`src/rtl/pipe_mux.sv`:
```
// Registered N-to-1 multiplexer with a 1- or 2-stage valid pipeline, stall/flush
// control, out-of-range select substitution and a saturating select-error counter.
module pipe_mux #(
    parameter int unsigned WIDTH                = 32,
    parameter int unsigned NUM_IN               = 4,
    parameter int unsigned SEL_W                = $clog2(NUM_IN),
    parameter int unsigned STAGES               = 1,
    parameter logic [WIDTH-1:0] DEFAULT_VAL     = '0
) (
    input  logic                      clk,
    input  logic                      rst_n,
    input  logic [NUM_IN*WIDTH-1:0]   d_in,
    input  logic [SEL_W-1:0]          sel,
    input  logic                      in_valid,
    input  logic                      stall,
    input  logic                      flush,
    output logic [WIDTH-1:0]          y,
    output logic                      out_valid,
    output logic                      sel_err,
    output logic [7:0]                err_cnt
);

    localparam int unsigned LAST = STAGES - 1;
    localparam logic [SEL_W:0] NUM_IN_W = (SEL_W + 1)'(NUM_IN);

    logic [WIDTH-1:0] data_q  [STAGES];
    logic             valid_q [STAGES];
    logic             err_q   [STAGES];

    logic [WIDTH-1:0] sel_data;
    logic             sel_oor;
    logic             accept;

    // A select at or beyond NUM_IN picks DEFAULT_VAL; with a power-of-two
    // NUM_IN the compare can never be true.
    always_comb begin
        sel_oor  = ({1'b0, sel} >= NUM_IN_W);
        sel_data = DEFAULT_VAL;
        for (int unsigned k = 0; k < NUM_IN; k++) begin
            if (sel == SEL_W'(k)) begin
                sel_data = d_in[k*WIDTH +: WIDTH];
            end
        end
    end

    assign accept = in_valid && !stall && !flush;

    always_ff @(posedge clk or negedge rst_n) begin
        if (!rst_n) begin
            for (int unsigned i = 0; i < STAGES; i++) begin
                data_q[i]  <= '0;
                valid_q[i] <= 1'b0;
                err_q[i]   <= 1'b0;
            end
            err_cnt <= '0;
        end else begin
            if (accept && sel_oor && (err_cnt != 8'hFF)) begin
                err_cnt <= err_cnt + 8'd1;
            end

            // Flush only kills valid/err; data registers keep their contents.
            if (flush) begin
                for (int unsigned i = 0; i < STAGES; i++) begin
                    valid_q[i] <= 1'b0;
                    err_q[i]   <= 1'b0;
                end
            end else if (!stall) begin
                valid_q[0] <= in_valid;
                err_q[0]   <= in_valid && sel_oor;
                if (in_valid) begin
                    data_q[0] <= sel_data;
                end
                for (int unsigned i = 1; i < STAGES; i++) begin
                    valid_q[i] <= valid_q[i-1];
                    err_q[i]   <= err_q[i-1];
                    if (valid_q[i-1]) begin
                        data_q[i] <= data_q[i-1];
                    end
                end
            end
        end
    end

    assign y         = data_q[LAST];
    assign out_valid = valid_q[LAST];
    assign sel_err   = err_q[LAST];

endmodule

```
`config.mk`:
```
export PLATFORM = sky130hd
export DESIGN_NAME = pipe_mux
export DESIGN_NICKNAME = d
export VERILOG_FILES = /design/src/rtl/pipe_mux.sv
export SDC_FILE = /design/constraint.sdc
export NUM_CORES = 1
export LEC_CHECK = 0
export ABC_CLOCK_PERIOD_IN_PS = 800
export BUFFER_PORTS_ARGS = -buffer_cell sky130_fd_sc_hd__buf_2
export CORE_ASPECT_RATIO = 0.9
export CORE_MARGIN = 5
export CORE_UTILIZATION = 29
export CTS_CLUSTER_SIZE = 28
export DETAILED_ROUTE_END_ITERATION = 10
export GPL_TIMING_DRIVEN = 1
export PLACE_DENSITY = 0.69
export SLEW_MARGIN = 20
export SYNTH_ARGS = -nofsm -noshare
export SYNTH_HDL_FRONTEND = slang
export SYNTH_SLANG_ARGS = --single-unit
export TNS_END_PERCENT = 100
```
`constraint.sdc`:
```
create_clock -name clk -period 0.8 [get_ports clk]
set_input_delay 0.16 -clock clk [delete_from_list [all_inputs] [get_ports clk]]
set_output_delay 0.16 -clock clk [all_outputs]
set_load 0.05 [all_outputs]
```
# == Word level (Yosys, flattened, before mapping) ==
# Index checks and enable logic that the tools add are counted.
# word_totals
ff_bits,34
in_bits,135
# classes
n_eq_ne,4
mux,8
bitwise_logic,2
reduce_logical,2
# op_table
operator,n
32-bit 2-to-1 mux,4
2-bit equality test (second input constant),2
1-bit 2-to-1 mux,4
3-bit AND reduction,1
2-bit by 1-bit equality test with 1-bit output (second input constant),1
2-bit logical NOT,1
2-bit by 1-bit inequality test with 1-bit output (second input constant),1
1-bit inverter,2

# == Longest topological paths before layout ==
# Gate-level depths: netlist of run 1.
# depth
word_depth,5
mapped_depth,4

# == Least setup slack after synthesis of run 1 ==
# OpenSTA, ideal clock, no wires.
# synth_timing
path_type,input port to flip-flop
startpoint,input port sel[0]
endpoint,register data_q (netlist bit y[0])
setup_ns,0.125
t_arrival_ns,1.170
required_time_ns,0.675
path_slack_ns,-0.495
stages,4
path_buffers,2
path_cell_list,buf_6 > buf_6 > mux4_2 > mux2_4
# synth_between
elab_chain_len,5
word_cells_on_any_way,8
# synth_lines
item,line,rtl
from (decl),13,"input logic [SEL_W-1:0] sel,"
2-bit logical NOT,40,if (sel == SEL_W'(k)) begin
32-bit 2-to-1 mux (3 in series),40,
32-bit 2-to-1 mux *,40,
"to (signal, indexed assignment)",77,data_q[i] <= data_q[i-1];
to (decl),26,logic [WIDTH-1:0] data_q [STAGES];
# Every way passes the cells marked *; elsewhere a longest branch is shown, timed or not.
# A chain may end at the register's enable or synchronous reset.

# == Worst setup path in the final report of run 1 ==
# layout_timing
startpoint,input port sel[0]
endpoint,register data_q (netlist bit y[23])
# Same word-level chain as after synthesis.

==> qor.txt, run 1 <==
IO Pins - 177
Initial Util - 29.40%
TritonCTS buffer count - 5
Worst Slack Setup Final - -0.2516 ns
Ant. Diodes - 0
chip height - 92.55 µm
Cell Area, Placed - 0.003201 mm²
RSZ-0062 raised after global routing - yes
total power draw - 7976 µW
WL/cell - 17.27 µm
TritonCTS clock tree - done
initial antenna violation count - 0
number of vias per cell - 4.516
largest family of logic cells by synthesized area - multiplexers
GP Congestion - 0.7809
post-synth top area cell - dfrtp_1
vias in the first global route - 2171
final slew viol count - 0
worst-skew pair later-pin latency - 0.28 ns
switching share of power - 38.56%
crit path launch type - primary input
Fin. Hold Viols - 0
Max Cap Viol - 0
first-pass GRT wire length - 10830 µm
Total Nets Final - 453
final global-route overflow total - 0
All-Layer GR Usage - 14.97%
Critical Path RT - 0.96 ns
failing checks - setup timing
Core ar. - 0.007470 mm²
CTS clk-pin slew, worst paths - 0.07 ns
Synth Area in Adders - 0%
sequential power share - 29.5%
Post-Synth Simple-Gate Area - 0.7407%
Placement Setup Slack - -0.6555 ns
clk buf depth - 2
combinational share of power - 54.2%
Num Clock Sinks - 33
cell count after synthesis - 120
post-layout instance area - 0.003790 mm²
internal power - 4900 µW
syn avg cell area - 18.30 µm²
Net Sw Power - 3076 µW
Die Footprint - 0.009415 mm²
DP HPWL - 5388 µm
status - complete, but fails checks
area growth from synthesis to layout - 72.59%
pwr dens - 2105 mW/mm²
final setup vio count - 65
largest cells by area after synthesis - dfrtp_1 38%, mux4_2 31%, mux2_4 21%
complex-gate fraction of the synthesized area - 0%
port bufs - 167
Hold WS - 0.07225 ns
row count - 30
cell area after synthesis - 0.002196 mm²
minimum clock period - 1.052 ns
XOR/XNOR Fraction of Synth Area - 0%
Vias - 1874
DRT iter0 DRCs - 40
multiplexer share of the synthesized area - 55.16%
Max Clk Rate - 0.9509 GHz
Worst Setup End Kind - flip-flop
sequential share of the synthesized area - 37.61%
CP Max Fanout - 6
flops & latches, synth - 33
synthesis warning total - 0
largest net degree at the start of global routing - 21
worst hold path type - in2reg
Data arrival, critical path - 1.21 ns
total iterations of the first detailed-routing run - 4
Lkg Pwr - 0.001871 µW
htree depth - 2
clk root buf - clkbuf_8
VDD IR-drop max - 0.8307 mV
Clock Skews - 0 ns
Routed WL - 7166 µm
top cell type's share of synthesized area - 37.61%
crit path kind - in2reg
DRC Markers - 0
share of layout cells above drive strength 1 - 85.58%
Antenna Nets Post-Route - 0
Die X - 101.7 µm
period utilization - 131.5%
clock power share - 16.3%
Distinct cells, synth - 13
## metrics by stage
| step | cells | util [%] | TNS, ns |
|---|---|---|---|
| floorplan | 128 | - | -14.45 |
| global placement | 382 | 42.85 | -19.12 |
| detailed placement | 382 | 42.85 | -19.80 |
| CTS | 409 | 50.08 | -14.13 |
| global route | 415 | 50.74 | -15.34 |
| finish | 415 | 50.74 | -13.64 |
## logic make-up (layout without fill, tap and decap cells)
family	after synthesis	count (layout)
multiplexers	65	65
buffers and inverters	19	210
flip-flops	33	33
AND/OR/NAND/NOR	2	2
other	1	9
## worst max-delay path, cell delays in order
cell and delay (ns):
buf_16 0.13, buf_12 0.14, mux4_2 0.51, mux2_4 0.27
## path summary, 6_finish.rpt
check	startpoint	endpoint	slack, ns	depth (start not counted)
worst max-delay path	sel[0]	y[23]	-0.25	4
worst min-delay path	flush	out_valid	0.07	2
worst max register to register	y[20]	y[20]	-0.11	2
worst min register to register	y[29]	y[29]	0.54	1
max in group asynchronous	rst_n	out_valid	0.21	3
min in group asynchronous	rst_n	y[27]	0.37	3
## power groups by stage
stage                     combinational [µW]  clock (µW)  sequential [µW]
final                                   4320        1300             2350
after global routing                    4510        1430             2410
after CTS                               4250        1370             2350
after detailed placement                3410           0             2290
after global placement                  3350           0             2290
after floorplan                         1110           0             3660
## synth_stat cells
library cell	number
mux2_2	2
buf_1	3
nor3b_2	1
buf_2	3
dfrtp_1	33
conb_1	1
mux2_4	30
mux4_1	2
mux2i_1	1
nor2_1	1
buf_4	9
mux4_2	30
buf_6	4
## per-layer routing
layer | GRT usage (%) | wire length (µm) | up-vias
met5 | 0 | 0 | -
met4 | 4.319 | 85 | 0
met3 | 2.861 | 495 | 7
met2 | 27.07 | 3927 | 88
met1 | 17.83 | 2658 | 918
li1 | - | - | 861
## layout by cell type, fill, tap and decap left out
master / n
nor3b_4: 1
buf_6: 33
mux2_4: 32
mux2i_1: 1
nor2_1: 1
dfrtp_2: 1
buf_12: 6
clkbuf_1: 2
conb_1: 9
buf_2: 133
clkbuf_8: 6
buf_16: 5
dlygate4sd3_1: 1
buf_4: 24
dfrtp_1: 32
mux4_2: 32
## flip-flops by register name (all words and copies together) (netlist names)
signal / cells
out_valid: 1
y: 32
## area by class of cell
type | instances | area [µm²]
fill | 666 | 3680
timing repair buffer | 202 | 1485
multi-input combinational | 76 | 1267
sequential | 33 | 827.0
tap | 96 | 120.1
clock buffer | 8 | 90.09
## timing repair
item	CTS	global route
hold buffers	1	0
setup endpoints to repair	65	65
hold endpoints to repair	33	0
gates resized for setup	78	1
setup buffers	14	6
gates cloned	4	0
Note: power is estimated with default switching activity, not from simulation.
==> run 2: changes to the inputs <==
CORE_UTILIZATION = 36   (was 29)
PLACE_DENSITY = 0.82   (was 0.69)
RECOVER_POWER = 25   (was not set)
==> run 2 against run 1 <==
Effect of this change:
- the flow still finishes with violations (setup timing)
- hold slack better by 0.014 ns
- worst setup slack better by 0.0095 ns
- register-to-register slack about the same
- first-iteration DRC count up 10%
- sequential power about the same
- core utilization up 13 points
- via count up 2.9%
- critical path type unchanged
- critical endpoint is now y[17]
- largest cell class unchanged
- highest routed layer unchanged
==> qor.txt, run 2 (synthesis results as in run 1) <==
initial antenna violation count - 0 (unchanged)
TritonCTS buffer count - 5 (unchanged)
cells on worst reg2reg path - 2 (unchanged)
Hold Path Depth - 2 (unchanged)
Fin. Hold Viols - 0 (unchanged)
cell with the largest stage delay on the worst path - mux4_2 (unchanged)
minimum clock period - 1.042 ns (was 1.052 ns)
CTS clk-pin slew, worst paths - 0.07 ns (about the same)
critical path depth in cells - 4 (unchanged)
most common cell after layout, fill and taps aside - buf_2 (unchanged)
Die Footprint - 0.007764 mm² (was 0.009415 mm²)
sum of negative setup slack - -13.43 ns (was -13.64 ns)
area growth from synthesis to layout - 73.73% (was 72.59%)
TritonCTS clock tree - done (unchanged)
Net Sw Power - 3117 µW (was 3076 µW)
final global-route overflow total - 0 (unchanged)
Routed WL - 6982 µm (was 7166 µm)
Data arrival, critical path - 1.21 ns (about the same)
largest net degree at the start of global routing - 23 (was 21)
GP Congestion - 0.7450 (was 0.7809)
Lkg Pwr - 0.001907 µW (was 0.001871 µW)
clk buf depth - 2 (unchanged)
switching share of power - 36.26% (was 38.56%)
CP Cell Sequence - buf_16 -> buf_12 -> mux4_2 -> mux2_4 (unchanged)
most frequent cells in the layout - 132 x buf_2, 33 x buf_6, 32 x mux4_2, 32 x mux2_4, 32 x dfrtp_1 (was 133 x buf_2, 33 x buf_6, 32 x mux4_2, 32 x mux2_4, 32 x dfrtp_1)
Core ar. - 0.006013 mm² (was 0.007470 mm²)
CP Max Fanout - 6 (unchanged)
Initial Util - 36.52% (was 29.40%)
total power draw - 8597 µW (was 7976 µW)
DRT iter0 DRCs - 44 (was 40)
worst flop-to-flop path endpoint - y[26] (was y[20])
IO Pins - 177 (unchanged)
Critical Path RT - 0.96 ns (about the same)
VDD IR-drop max - 0.9922 mV (was 0.8307 mV)
R2R setup slack - -0.12 ns (was -0.11 ns)
Cell Area, Placed - 0.003151 mm² (was 0.003201 mm²)
vias in the first global route - 2299 (was 2171)
worst hold path type - in2reg (unchanged)
Vias - 1928 (was 1874)
DP Cell Count - 357 (was 382)
Clock Skews - 0 ns (unchanged)
hold path start - flush (unchanged)
RSZ-0062 raised after global routing - yes (unchanged)
first-pass GRT wire length - 11000 µm (was 10830 µm)
met1 wire length - 2598 µm (was 2658 µm)
failing checks - setup timing (unchanged)
max incr delay on CP - 0.51 ns (about the same)
Worst Slack Setup Final - -0.2421 ns (was -0.2516 ns)
WL/cell - 17.68 µm (was 17.27 µm)
row count - 27 (was 30)
clock power share - 21.6% (was 16.3%)
internal power - 5480 µW (was 4900 µW)
DR top layer - met4 (unchanged)
post-layout instance area - 0.003815 mm² (was 0.003790 mm²)
worst-skew pair later-pin latency - 0.28 ns (about the same)
status - complete, but fails checks (unchanged)
WL met2 - 3731 µm (was 3927 µm)
chip height - 84.09 µm (was 92.55 µm)
final setup vio count - 66 (was 65)
Ant. Diodes - 0 (unchanged)
All-Layer GR Usage - 18.09% (was 14.97%)
Total Nets Final - 457 (was 453)
htree depth - 2 (unchanged)
sequential power share - 27.5% (was 29.5%)
Antenna Nets Post-Route - 0 (unchanged)
period utilization - 130.3% (was 131.5%)
DP HPWL - 5217 µm (was 5388 µm)
Max Cap Viol - 0 (unchanged)
crit path kind - in2reg (unchanged)
pwr dens - 2254 mW/mm² (was 2105 mW/mm²)
total iterations of the first detailed-routing run - 4 (unchanged)
DRC Markers - 0 (unchanged)
CP delay by family, top - multiplexers (unchanged)
combinational share of power - 50.8% (was 54.2%)
number of vias per cell - 4.881 (was 4.516)
WL met3 - 541 µm (was 495 µm)
Die X - 92.33 µm (was 101.7 µm)
port bufs - 167 (unchanged)
Critical R2R Launch - y[26] (was y[20])
final slew viol count - 0 (unchanged)
Worst Setup End Kind - flip-flop (unchanged)
Hold EP - out_valid (unchanged)
crit path launch type - primary input (unchanged)
Max Clk Rate - 0.9596 GHz (was 0.9509 GHz)
clk root buf - clkbuf_8 (unchanged)
fin cells - 395 (was 415)
Num Clock Sinks - 33 (unchanged)
share of layout cells above drive strength 1 - 86.07% (was 85.58%)
max reg flops - 32 (unchanged)
WP buf/inv - 2 (unchanged)
run 2: how the worst max path moves through the flow:
| stage | from | end |
|---|---|---|
| detailed placement | sel[0] | y[16] |
| global route | sel[0] | y[17] |
| CTS | out_valid | out_valid |
| finish | sel[0] | y[17] |
| floorplan | sel[0] | y[0] |
| global placement | sel[0] | y[4] |
run 2: cell type report:
cell class | instances | area [µm²]
clock buffers | 5 | 68.82
clock inverters | 3 | 65.06
fillers | 466 | 2198
multi-input cells | 76 | 1267
flip-flops and latches | 33 | 827.0
well taps | 72 | 90.09
repair buffers | 206 | 1496
run 2: power by group through the flow:
stage | combinational [µW] | clock (µW) | sequential (µW)
2_1_floorplan | 1110 | 0 | 3660
3_3_place_gp | 3310 | 0 | 2280
3_5_place_dp | 3380 | 0 | 2300
4_1_cts | 4300 | 1910 | 2360
5_1_grt | 4550 | 1980 | 2420
6_report | 4370 | 1860 | 2370
run 2: timing repair:
action / in CTS / in global routing
hold buffers: 1 / 0
pin swaps: 0 / 0
hold endpoints to repair: 33 / 0
setup buffers: 20 / 5
endpoints found under the setup margin: 65 / 65
resized for setup: 77 / 1
gates cloned: 3 / 1
run 2: per-layer routing:
metal	global-route usage, %	vias to the layer above
li1	-	871
met1	20.02	941
met2	33.40	104
met3	5.230	12
met4	4.993	0
met5	0	-
run 2: metrics by stage:
step / util [%] / setup WS (ns) / hold slack (ns)
floorplan: - / -0.4570 / -0.1356
global placement: 52.39 / -0.6055 / 0.1208
detailed placement: 52.39 / -0.6431 / 0.1318
CTS: 62.34 / -0.2351 / 0.07486
global route: 63.44 / -0.2615 / 0.09157
finish: 63.44 / -0.2421 / 0.08655
run 2: worst reg2reg max path, delay by kind of cell (launching register included):
kind                   cells  cell delay, ns
DFF                        1            0.40
buffers and inverters      1            0.14
muxes                      1            0.26
==> run 3: changes to the inputs <==
ABC_CLOCK_PERIOD_IN_PS = 1100   (was 800)
CELL_PAD_IN_SITES_DETAIL_PLACEMENT = 1   (was not set)
CELL_PAD_IN_SITES_GLOBAL_PLACEMENT = 1   (was not set)
CORE_UTILIZATION = 29   (was 36)
PLACE_DENSITY = 0.84   (was 0.82)
clock period = 1.1 ns   (was 0.8 ns; I/O delays follow)
==> run 3 against run 2 <==
Effect of this change:
- sequential power decreased by 27%
- the run still ends with setup timing left
- total power fell by 35%
- cell count increased by 0.76%
- register-to-register slack better by 0.31 ns
- hold slack improved by 0.051 ns
==> qor.txt, run 3 (synthesis results as in run 1) <==
TritonCTS buffer count - 5 (unchanged)
Critical Path RT - 1.27 ns (was 0.96 ns)
CP Cell Sequence - buf_16 -> buf_12 -> mux4_2 -> mux2_4 (unchanged)
WL/cell - 19.04 µm (was 17.68 µm)
most common cell after layout, fill and taps aside - buf_2 (unchanged)
CP delay by family, top - multiplexers (unchanged)
Clock Skews - 0 ns (unchanged)
final setup vio count - 8 (was 66)
Fin. Hold Viols - 0 (unchanged)
worst-skew pair later-pin latency - 0.28 ns (about the same)
Core ar. - 0.007470 mm² (was 0.006013 mm²)
largest net degree at the start of global routing - 20 (was 23)
TritonCTS clock tree - done (unchanged)
Max Cap Viol - 0 (unchanged)
Die X - 101.7 µm (was 92.33 µm)
htree depth - 2 (unchanged)
share of layout cells above drive strength 1 - 84.44% (was 86.07%)
final global-route overflow total - 0 (unchanged)
Routed WL - 7577 µm (was 6982 µm)
cell with the largest stage delay on the worst path - mux4_2 (unchanged)
failing checks - setup timing (unchanged)
final slew viol count - 0 (unchanged)
DP Cell Count - 381 (was 357)
max reg flops - 32 (unchanged)
Ant. Diodes - 0 (unchanged)
port bufs - 167 (unchanged)
DRC Markers - 0 (unchanged)
CTS clk-pin slew, worst paths - 0.07 ns (about the same)
total iterations of the first detailed-routing run - 4 (unchanged)
status - complete, but fails checks (unchanged)
period utilization - 100.8%
Worst Setup End Kind - flip-flop (unchanged)
minimum clock period - 1.109 ns
row count - 30 (was 27)
Placement Setup Slack - -0.4144 ns (was -0.6431 ns)
first-pass GRT wire length - 11590 µm (was 11000 µm)
clk root buf - clkbuf_8 (unchanged)
CP Max Fanout - 6 (unchanged)
DP HPWL - 6007 µm (was 5217 µm)
Die Footprint - 0.009415 mm² (was 0.007764 mm²)
number of vias per cell - 4.681 (was 4.881)
most frequent cells in the layout - 132 x buf_2, 33 x dfrtp_1, 33 x buf_6 (was 132 x buf_2, 33 x buf_6, 32 x mux4_2, 32 x mux2_4, 32 x dfrtp_1)
clk buf depth - 2 (unchanged)
Total Nets Final - 436 (was 457)
Lkg Pwr - 0.001783 µW (was 0.001907 µW)
R2R setup slack - 0.19 ns (was -0.12 ns)
Vias - 1863 (was 1928)
RSZ-0062 raised after global routing - yes (unchanged)
worst hold path type - in2reg (unchanged)
critical path depth in cells - 4 (unchanged)
worst flop-to-flop path endpoint - y[3] (was y[26])
pwr dens - 1523 mW/mm² (was 2254 mW/mm²)
Initial Util - 29.40% (was 36.52%)
DRT iter0 DRCs - 19 (was 44)
initial antenna violation count - 0 (unchanged)
CP startpoint - sel[0] (unchanged)
IO Pins - 177 (unchanged)
VDD IR-drop max - 0.5761 mV (was 0.9922 mV)
area growth from synthesis to layout - 66.04% (was 73.73%)
crit path launch type - primary input (unchanged)
end of the critical path - y[17] (unchanged)
max incr delay on CP - 0.50 ns (was 0.51 ns)
Num Clock Sinks - 33 (unchanged)
Seq. cell area - 825.8 µm² (was 827.0 µm²)
Antenna Nets Post-Route - 0 (unchanged)
Data arrival, critical path - 1.27 ns (was 1.21 ns)
Critical R2R Launch - y[3] (was y[26])
All-Layer GR Usage - 16.13% (was 18.09%)
fin cells - 398 (was 395)
cells on worst reg2reg path - 2 (unchanged)
final core occ - 48.81% (was 63.44%)
area of the multi-input gates - 0.001264 mm² (was 0.001267 mm²)
GP Congestion - 0.7374 (was 0.7450)
Max Clk Rate - 0.9016 GHz
chip height - 92.55 µm (was 84.09 µm)
number of fillers in the final layout - 751 (was 466)
WP buf/inv - 2 (unchanged)
crit path kind - in2reg (unchanged)
Worst Slack Setup Final - -0.009188 ns (was -0.2421 ns)
vias in the first global route - 2258 (was 2299)
[run 3: report_power, final]
| group | leakage (µW) | internal (µW) | switching [µW] |
|---|---|---|---|
| sequential | 0.000392 | 1500 | 234 |
| combinational | 0.00135 | 1390 | 1550 |
| clock | 0.0000450 | 439 | 444 |
| total | 0.00178 | 3320 | 2230 |
[run 3: worst min-delay path by stage]
stage / startpoint / cells after the start / end / slack (ns)
CTS: flush / 2 / out_valid / 0.13
global route: flush / 2 / out_valid / 0.14
floorplan: rst_n / 0 / out_valid / -0.08
finish: flush / 2 / out_valid / 0.14
detailed placement: rst_n / 2 / y[28] / 0.19
global placement: rst_n / 2 / y[28] / 0.19
[run 3: timing repair]
item,CTS,global route
pin swaps,0,0
setup endpoints to repair,65,43
endpoints found under the hold margin,33,0
cloned,4,0
gates resized for setup,58,20
hold buffers,1,0
buffers inserted,0,4
[run 3: metrics by stage]
stage	setup TNS, ns	cell area, µm²	hold WS, ns	power, µW
6_report	-0.03017	3646	0.1376	5551
5_1_grt	-0.2221	3646	0.1432	5808
4_1_cts	-0.01257	3545	0.1268	5447
3_5_place_dp	-11.89	3192	0.1925	4173
3_3_place_gp	-11.18	3192	0.1857	4097
2_1_floorplan	-6.761	2261	-0.07559	3467
[run 3: layout make-up]
type	count	area share, %
timing repair buffer	185	37.13
multi-input combinational	76	34.66
sequential	33	22.65
tap	96	3.294
clock buffer	6	1.990
clock inverter	2	0.2745
[run 3: per-layer routing]
layer	global-route usage (%)	wire length (µm)	vias up
met5	0	0	-
met4	2.658	19	0
met3	5.120	826	2
li1	-	-	830
met1	18.19	2644	926
met2	29.85	4087	105
